<file path="config.mk">
export PLATFORM = sky130hd
export DESIGN_NAME = mdu_div
export DESIGN_NICKNAME = d
export VERILOG_FILES = /design/src/rtl/mdu_div.sv
export SDC_FILE = /design/constraint.sdc
export NUM_CORES = 1
export LEC_CHECK = 0
export ABC_AREA = 1
export CORE_AREA = 3 3 154 156
export CTS_CLUSTER_SIZE = 40
export DETAILED_ROUTE_END_ITERATION = 7
export DIE_AREA = 0 0 157 159
export GPL_ROUTABILITY_DRIVEN = 1
export PLACE_DENSITY = 0.75
export RECOVER_POWER = 100
export SLEW_MARGIN = 20
export SYNTH_ARGS = -nofsm -noshare
export SYNTH_HDL_FRONTEND = slang
export SYNTH_SLANG_ARGS = --single-unit
</file>
<file path="constraint.sdc">
create_clock -name clk -period 2.2 [get_ports clk]
set_clock_uncertainty 0.05 [all_clocks]
set_input_delay 0.44 -clock clk [delete_from_list [all_inputs] [get_ports clk]]
set_output_delay 0.44 -clock clk [all_outputs]
set_load 0.02 [all_outputs]
</file>
<file path="src/rtl/mdu_div.sv">
// Iterative 32-bit divider feeding the HI/LO register: remainder to HI, quotient to LO.
// Define DIV_SIGNED_EN to honour signed_i; without it every divide is unsigned.
module mdu_div (
    input  logic        clk,
    input  logic        rst,
    input  logic        start_i,
    input  logic        signed_i,
    input  logic [31:0] opdata1_i,
    input  logic [31:0] opdata2_i,
    input  logic        annul_i,
    output logic        hi_we,
    output logic        lo_we,
    output logic [31:0] hi_o,
    output logic [31:0] lo_o,
    output logic        stall_o
);

    localparam logic [1:0] ST_IDLE = 2'd0;
    localparam logic [1:0] ST_DIVZ = 2'd1;
    localparam logic [1:0] ST_ON   = 2'd2;
    localparam logic [1:0] ST_END  = 2'd3;

    logic [1:0]  state;
    logic [5:0]  cnt;
    logic [31:0] rem_q;
    logic [31:0] quo_q;
    logic [31:0] dvs_q;
    logic [31:0] dvd_q;

    logic [31:0] mag1;
    logic [31:0] mag2;
    logic [32:0] shifted;
    logic [32:0] diff;
    logic [31:0] rem_n;
    logic [31:0] quo_n;
    logic [31:0] fin_hi;
    logic [31:0] fin_lo;
    logic        accept;

    assign accept = (state == ST_IDLE) && start_i && !annul_i && !rst;

`ifdef DIV_SIGNED_EN
    logic neg1;
    logic neg2;
    logic quo_neg_q;
    logic rem_neg_q;

    assign neg1   = signed_i & opdata1_i[31];
    assign neg2   = signed_i & opdata2_i[31];
    assign mag1   = neg1 ? -opdata1_i : opdata1_i;
    assign mag2   = neg2 ? -opdata2_i : opdata2_i;
    assign fin_lo = quo_neg_q ? -quo_n : quo_n;
    assign fin_hi = rem_neg_q ? -rem_n : rem_n;

    // Quotient takes the xor of signs, remainder follows the dividend.
    always_ff @(posedge clk) begin
        if (rst) begin
            quo_neg_q <= 1'b0;
            rem_neg_q <= 1'b0;
        end else if (accept) begin
            quo_neg_q <= neg1 ^ neg2;
            rem_neg_q <= neg1;
        end
    end
`else
    logic unused_sign;

    assign unused_sign = signed_i;
    assign mag1        = opdata1_i;
    assign mag2        = opdata2_i;
    assign fin_lo      = quo_n;
    assign fin_hi      = rem_n;
`endif

    // One restoring step: shift in the next dividend bit, keep the difference if it fits.
    always_comb begin
        shifted = {rem_q, quo_q[31]};
        diff    = shifted - {1'b0, dvs_q};
        rem_n   = shifted[31:0];
        quo_n   = {quo_q[30:0], 1'b0};
        if (!diff[32]) begin
            rem_n = diff[31:0];
            quo_n = {quo_q[30:0], 1'b1};
        end
    end

    assign hi_we   = (state == ST_END) && !annul_i && !rst;
    assign lo_we   = hi_we;
    assign stall_o = accept || (state == ST_ON) || (state == ST_DIVZ);

    always_ff @(posedge clk) begin
        if (rst) begin
            state <= ST_IDLE;
            cnt   <= 6'd0;
            rem_q <= 32'd0;
            quo_q <= 32'd0;
            dvs_q <= 32'd0;
            dvd_q <= 32'd0;
            hi_o  <= 32'd0;
            lo_o  <= 32'd0;
        end else if (annul_i) begin
            state <= ST_IDLE;
            cnt   <= 6'd0;
        end else begin
            unique case (state)
                ST_IDLE: begin
                    if (start_i) begin
                        cnt   <= 6'd0;
                        rem_q <= 32'd0;
                        quo_q <= mag1;
                        dvs_q <= mag2;
                        dvd_q <= opdata1_i;
                        state <= (opdata2_i == 32'd0) ? ST_DIVZ : ST_ON;
                    end
                end
                ST_DIVZ: begin
                    hi_o  <= dvd_q;
                    lo_o  <= 32'hFFFF_FFFF;
                    state <= ST_END;
                end
                ST_ON: begin
                    rem_q <= rem_n;
                    quo_q <= quo_n;
                    cnt   <= cnt + 6'd1;
                    if (cnt == 6'd31) begin
                        hi_o  <= fin_hi;
                        lo_o  <= fin_lo;
                        state <= ST_END;
                    end
                end
                default: begin
                    state <= ST_IDLE;
                end
            endcase
        end
    end

endmodule

</file>
==> results of run 1 <==
cell type report:
| cell class | instances | area (um^2) | area share [%] |
|---|---|---|---|
| timing repair buffer | 293 | 2770 | 17.3 |
| clock buffer | 17 | 425 | 2.66 |
| tap | 285 | 357 | 2.23 |
| inverter | 276 | 1040 | 6.47 |
| clock inverter | 15 | 218 | 1.36 |
| sequential | 200 | 4010 | 25.1 |
| multi-input combinational | 1188 | 7200 | 44.9 |
layer usage:
| metal | vias up | routed length, um |
|---|---|---|
| met2 | 596 | 18400 |
| met1 | 5755 | 15900 |
| li1 | 5996 | - |
| met3 | 148 | 2940 |
| met5 | - | 0 |
| met4 | 0 | 1670 |
logic make-up after synthesis:
logic type / after synthesis / share of synthesized area (%)
AND/OR/NAND/NOR: 909 / 35.0
buffers and inverters: 365 / 13.0
AO/OA/AOI/OAI: 222 / 12.2
flip-flops: 200 / 34.3
adder cells (fa/ha/maj): 39 / 4.24
XOR/XNOR: 17 / 1.28
metrics by stage:
step                setup WS [ns]  cell area (um^2)  TNS [ns]  utilization (%)  instances
finish                     -0.409             16000    -21.06             71.2       2274
detailed placement         -0.211             14200    -13.37             62.9       2225
CTS                        -0.169             15500     -6.61             68.7       2268
floorplan                 0.00987             11700         0                -       1752
global placement           -0.191             14200     -8.21             62.9       2225
global route               -0.365             16000    -20.20             71.2       2274
worst max-delay path, cell delays in order, from the launching register on:
cell and delay, ns:
dfxtp_1 0.42, ha_1 0.30, a21o_1 0.21, nor2_1 0.22, nand2_1 0.15, a21oi_4 0.22, buf_4 0.17, nand3_4 0.12
nand2_8 0.16, buf_6 0.16, nand3_4 0.08, nand3_2 0.15, nand2_1 0.08, inv_1 0.07
registers in the layout, summed over array words and instances, names as in the netlist:
name	flops
lo_o	32
cnt	6
dvd_q	32
dvs_q	32
rem_q	32
state	2
hi_o	32
quo_q	32
report_power, final:
| part | total [mW] | internal, mW | switching (mW) |
|---|---|---|---|
| clock | 3.41 | 1.61 | 1.81 |
| sequential | 4.02 | 3.86 | 0.154 |
| combinational | 4.86 | 1.99 | 2.87 |
| total | 12.3 | 7.46 | 4.83 |
timing repair:
item                       CTS  global route
setup buffers                7             6
pin swaps                   39            54
hold buffers                 0             0
setup endpoints to repair   69           104
gates cloned                 4             1
gates resized for setup    109            99
placed cells by master (no fill, tap or decap), types with 35 or more instances in the layout:
| cell | Yosys | routed |
|---|---|---|
| buf_4 | 7 | 130 |
| nand3_2 | 60 | 92 |
| dfxtp_1 | 200 | 192 |
| inv_1 | 261 | 253 |
| nand3_4 | 0 | 35 |
| clkdlybuf4s50_1 | 0 | 65 |
| a211oi_1 | 69 | 69 |
| a21oi_1 | 85 | 84 |
| nand2_1 | 417 | 391 |
| nor2_1 | 274 | 270 |
| dlygate4sd3_1 | 0 | 65 |
final timing paths:
| path | cells after the start | end | slack [ns] | from |
|---|---|---|---|---|
| setup reg to reg | 13 | rem_q[21] | -0.41 | rem_q[30] |
| setup / recovery | 13 | rem_q[21] | -0.41 | rem_q[30] |
| hold reg to reg | 2 | dvd_q[0] | 0.42 | dvd_q[0] |
| hold / removal | 5 | cnt[0] | 0.37 | rst |
==> results.json, run 1 <==
{
  "critical_path.endpoint_type": "register",
  "start_kind": "register",
  "total_power_mw": 12.3,
  "critPathArrivalTime_ns": 2.96,
  "finalCriticalPeriod_ns": 2.61,
  "worst_slew_pin_slew_ns": 0.912,
  "synthTopCellsByCount": "nand2_1 (417), nor2_1 (274), inv_1 (261)",
  "htreeDepth": 4,
  "netlist.area_leader.share_pct": 34.3,
  "area_delta_synth_final_pct": 37.2,
  "vias_per_cell": 5.49,
  "vias": 12500,
  "drt_iter0_markers": 1273,
  "clock_latency_ns": 0.46,
  "violations": "setup timing",
  "grt_util_met1_pct": 37.2,
  "synth-edff-count": 0,
  "hold_viol": 0,
  "die-width_um": 157,
  "start_util_pct": 51.9,
  "yosys_register_bits": 200,
  "drive_gt1_share_pct": 22.0,
  "use_met2_pct": 46.1,
  "nets": 2084,
  "grt_pass1_vias": 11700,
  "cp.required_ns": 2.56,
  "num-fill-cells": 1689,
  "cts_tree": "yes",
  "diodes": 0,
  "row_count": 55,
  "cellLeakagePower_nw": 7.44,
  "postRouteAntennaNets": 0,
  "crit_path_max_fanout": 5,
  "antenna_found_initial": 0,
  "yosysWarnings": 0,
  "die_area_um2": 25000,
  "hold_path.class": "primary input to register",
  "p_per_area_nw_per_um2": 767,
  "drc": 0,
  "syn-mean-instance-area_um2": 6.66,
  "die_h_um": 159,
  "post-route-period-util_pct": 119,
  "synthTopCellsByArea": "dfxtp_1 (34%), nand2_1 (13%), nor2_1 (8.8%)",
  "clk_pin_slew_ns": 0.08,
  "finalHoldWorstSlack_ns": 0.368,
  "gp_congestion": 0.956,
  "finalWorstSetupSlack_ns": -0.409,
  "grt_start_max_net_pins": 132,
  "synth_top_cell_by_area": "dfxtp_1",
  "slew_headroom_pct": 39.2,
  "grt_pass1_wl_um": 57900,
  "totalWireLength_um": 38900,
  "ys.flop_type": "dfxtp_1",
  "synth_cells": 1752,
  "rsz0062_at_grt": "yes",
  "io_pins": 136,
  "synthArstFlopShare_pct": 0,
  "clock.fmax_mhz": 383,
  "synth_cell_types": 39,
  "grtUsageTotal_pct": 28.4,
  "synth_area_um2": 11700,
  "hpwlAfterDp_um": 24200,
  "port_buffers": 134,
  "clk_path_buf_depth": 2,
  "cts_buffers": 17,
  "met3_usage_pct": 5.30,
  "ir_drop_uv": 665,
  "yosysMostFrequentCell": "nand2_1",
  "maxCapViolCount": 0,
  "cts-root-buf": "clkbuf_16",
  "cts.sinks": 200,
  "syn-num-nets": 1860,
  "core_area_um2": 22500,
  "overflow": 0,
  "wire_per_inst_um": 17.1,
  "top_usage_layer": "met2",
  "status": "finished with violations",
  "crit_type": "register to register",
  "finalSetupViolations": 66,
  "finalMaxSlewViolations": 0,
  "firstDrtPassIters": 6,
  "ys_seq_area_share_pct": 34.3
}
Power figures use the tool's default switching activity.
==> run 2: changes to the inputs <==
- ABC_CLOCK_PERIOD_IN_PS: unset -> 3300
- CORE_AREA: 3 3 154 156 -> 3 3 187 189
- DIE_AREA: 0 0 157 159 -> 0 0 190 192
- PLACE_DENSITY: 0.75 -> 0.52
- clock period: 2.2 -> 3.3 ns (I/O delays scaled with it)
==> run 2 against run 1 <==
  * The run now ends clean
  * Critical path depth shrank 8
  * First-iteration DRC count is 51% lower
  * Sequential power is 34% lower
  * Via count is 13% lower
  * Count of clock-buffer cells in the layout is 5 higher
  * Wire length is 11% lower
  * Clock power down 38%
==> results.json, run 2 (synthesized netlist as in run 1, its figures left out) <==
{
  "cts_tree": "yes",
  "grt_pass1_wl_um": 55600,
  "hold_viol": 0,
  "hpwlAfterDp_um": 25200,
  "die-width_um": 190,
  "die_h_um": 192,
  "io_pins": 136,
  "finalSetupViolations": 0,
  "register_area_um2": 4000,
  "antenna_found_initial": 2,
  "crit_type": "primary input to output port",
  "critPathArrivalTime_ns": 2.31,
  "drt_iter0_markers": 619,
  "hold_path.class": "register to register",
  "drc": 0,
  "wl_met2_um": 15200,
  "p_int_mw": 4.43,
  "row_count": 67,
  "start_util_pct": 34.9,
  "clk_path_buf_depth": 2,
  "clk_pin_slew_ns": 0.07,
  "maxCapViolCount": 0,
  "htreeDepth": 4,
  "post-route-period-util_pct": 91.4,
  "grt_start_max_net_pins": 193,
  "seqPwrFrac_pct": 38.0,
  "final_common_cell": "nand2_1",
  "highest_layer": "met5",
  "drive_gt1_share_pct": 8.02,
  "grtUsageTotal_pct": 19.2,
  "p_switching_mw": 2.59,
  "pwr-share-comb_pct": 31.8,
  "rsz0062_at_grt": "no",
  "slew_headroom_pct": 25.6,
  "cts.sinks": 200,
  "multi_input_area_um2": 6140,
  "cp_slowest_cell": "dlygate4sd3_1",
  "num-fill-cells": 3555,
  "fin_setup_tns_ns": 0,
  "ir_drop_uv": 360,
  "nets": 1941,
  "clkPwrFrac_pct": 30.2,
  "grt_pass1_vias": 10200,
  "utilization_pct": 41.4,
  "routed-wl-met3_um": 1410,
  "critical_path.endpoint_type": "output port",
  "layout_common_cells": "nand2_1 (417), nor2_1 (274), inv_1 (262)",
  "worst_slew_pin_slew_ns": 1.12,
  "die_area_um2": 36500,
  "p_per_area_nw_per_um2": 508,
  "vias_per_cell": 4.73,
  "wire_per_inst_um": 15.2,
  "max_stage_delay_ns": 0.70,
  "overflow": 0,
  "cellLeakagePower_nw": 6.50,
  "crit_path_max_fanout": 4,
  "finalCriticalPeriod_ns": 3.02,
  "post_cts_buffers": 0,
  "clock_latency_ns": 0.45,
  "p_sw_share_pct": 36.9,
  "core_area_um2": 33400,
  "cp.required_ns": 2.59,
  "wl_met1_um": 17700,
  "vias": 10900,
  "cts_buffers": 17,
  "finalMaxSlewViolations": 0,
  "status": "complete, no violations",
  "cp_cell_sequence": "clkdlybuf4s50_1 -> nor2_2 -> clkinv_1 -> o21ai_0 -> dlygate4sd3_1",
  "cts_resized": 0,
  "totalWireLength_um": 34800,
  "area_delta_synth_final_pct": 18.5,
  "port_buffers": 134,
  "postRouteAntennaNets": 0,
  "firstDrtPassIters": 5,
  "gp_congestion": 0.886,
  "holdBufCountCts": 0,
  "clock.fmax_mhz": 331,
  "cts-root-buf": "clkbuf_16",
  "start_kind": "primary input"
}
==> run 2: changes by cell type in the layout (fill, tap and decap cells not counted), moves of 9 or more <==
cell	change
ha_1	+24
buf_4	-119
buf_6	-10
nand2_2	-22
nand3_4	-35
nand3_2	-33
buf_12	-9
inv_1	+9
inv_2	-10
nand2_1	+26
nand3_1	+68
ha_4	-24
==> run 2: area by class of cell <==
cell class | instances | area share (%)
multi-input cells | 1187 | 44.4
flip-flops and latches | 200 | 28.9
repair buffers | 151 | 10.9
inverters | 276 | 7.49
well taps | 448 | 4.05
clock buffers | 22 | 3.43
clock inverters | 10 | 0.796
diodes | 1 | 0.0181
==> run 2: metrics by stage <==
| step | setup WS, ns | total power [mW] | hold slack (ns) | area [um^2] | std cells |
|---|---|---|---|---|---|
| final | 0.283 | 7.03 | 0.412 | 13800 | 2295 |
| after global routing | 0.104 | 7.49 | 0.432 | 13800 | 2294 |
| after CTS | 0.284 | 7.13 | 0.416 | 13900 | 2294 |
| after detailed placement | 0.293 | 4.98 | 0.405 | 13300 | 2262 |
| after global placement | 0.319 | 4.97 | 0.399 | 13300 | 2262 |
| after floorplan | 0.597 | 4.39 | 0.388 | 11700 | 1752 |
==> run 2: worst paths after layout <==
kind | start | end | slack, ns | depth (start not counted)
min | cnt[4] | cnt[4] | 0.41 | 2
min reg2reg | cnt[4] | cnt[4] | 0.41 | 2
max | annul_i | stall_o | 0.28 | 5
max reg2reg | state[0] | quo_q[22] | 0.46 | 8
==> run 2: metal layers <==
metal	track usage (%)	vias up
li1	-	5716
met1	27.1	4956
met2	29.7	159
met3	3.85	26
met4	5.35	2
met5	0	-
==> run 2: critical path, delay by kind of cell <==
family | cells | cell delay (ns)
and+or+nand+nor | 1 | 0.17
buffers and inverters | 3 | 1.31
AOI/OAI and AO/OA | 1 | 0.16
==> run 2: power groups by stage <==
stage                     clock, mW  combinational [mW]  sequential, mW
after detailed placement          0                2.26            2.73
after floorplan                   0                1.64            2.75
after global placement            0                2.25            2.73
after global routing           2.28                2.52            2.69
final                          2.12                2.23            2.67
after CTS                      2.19                2.27            2.67
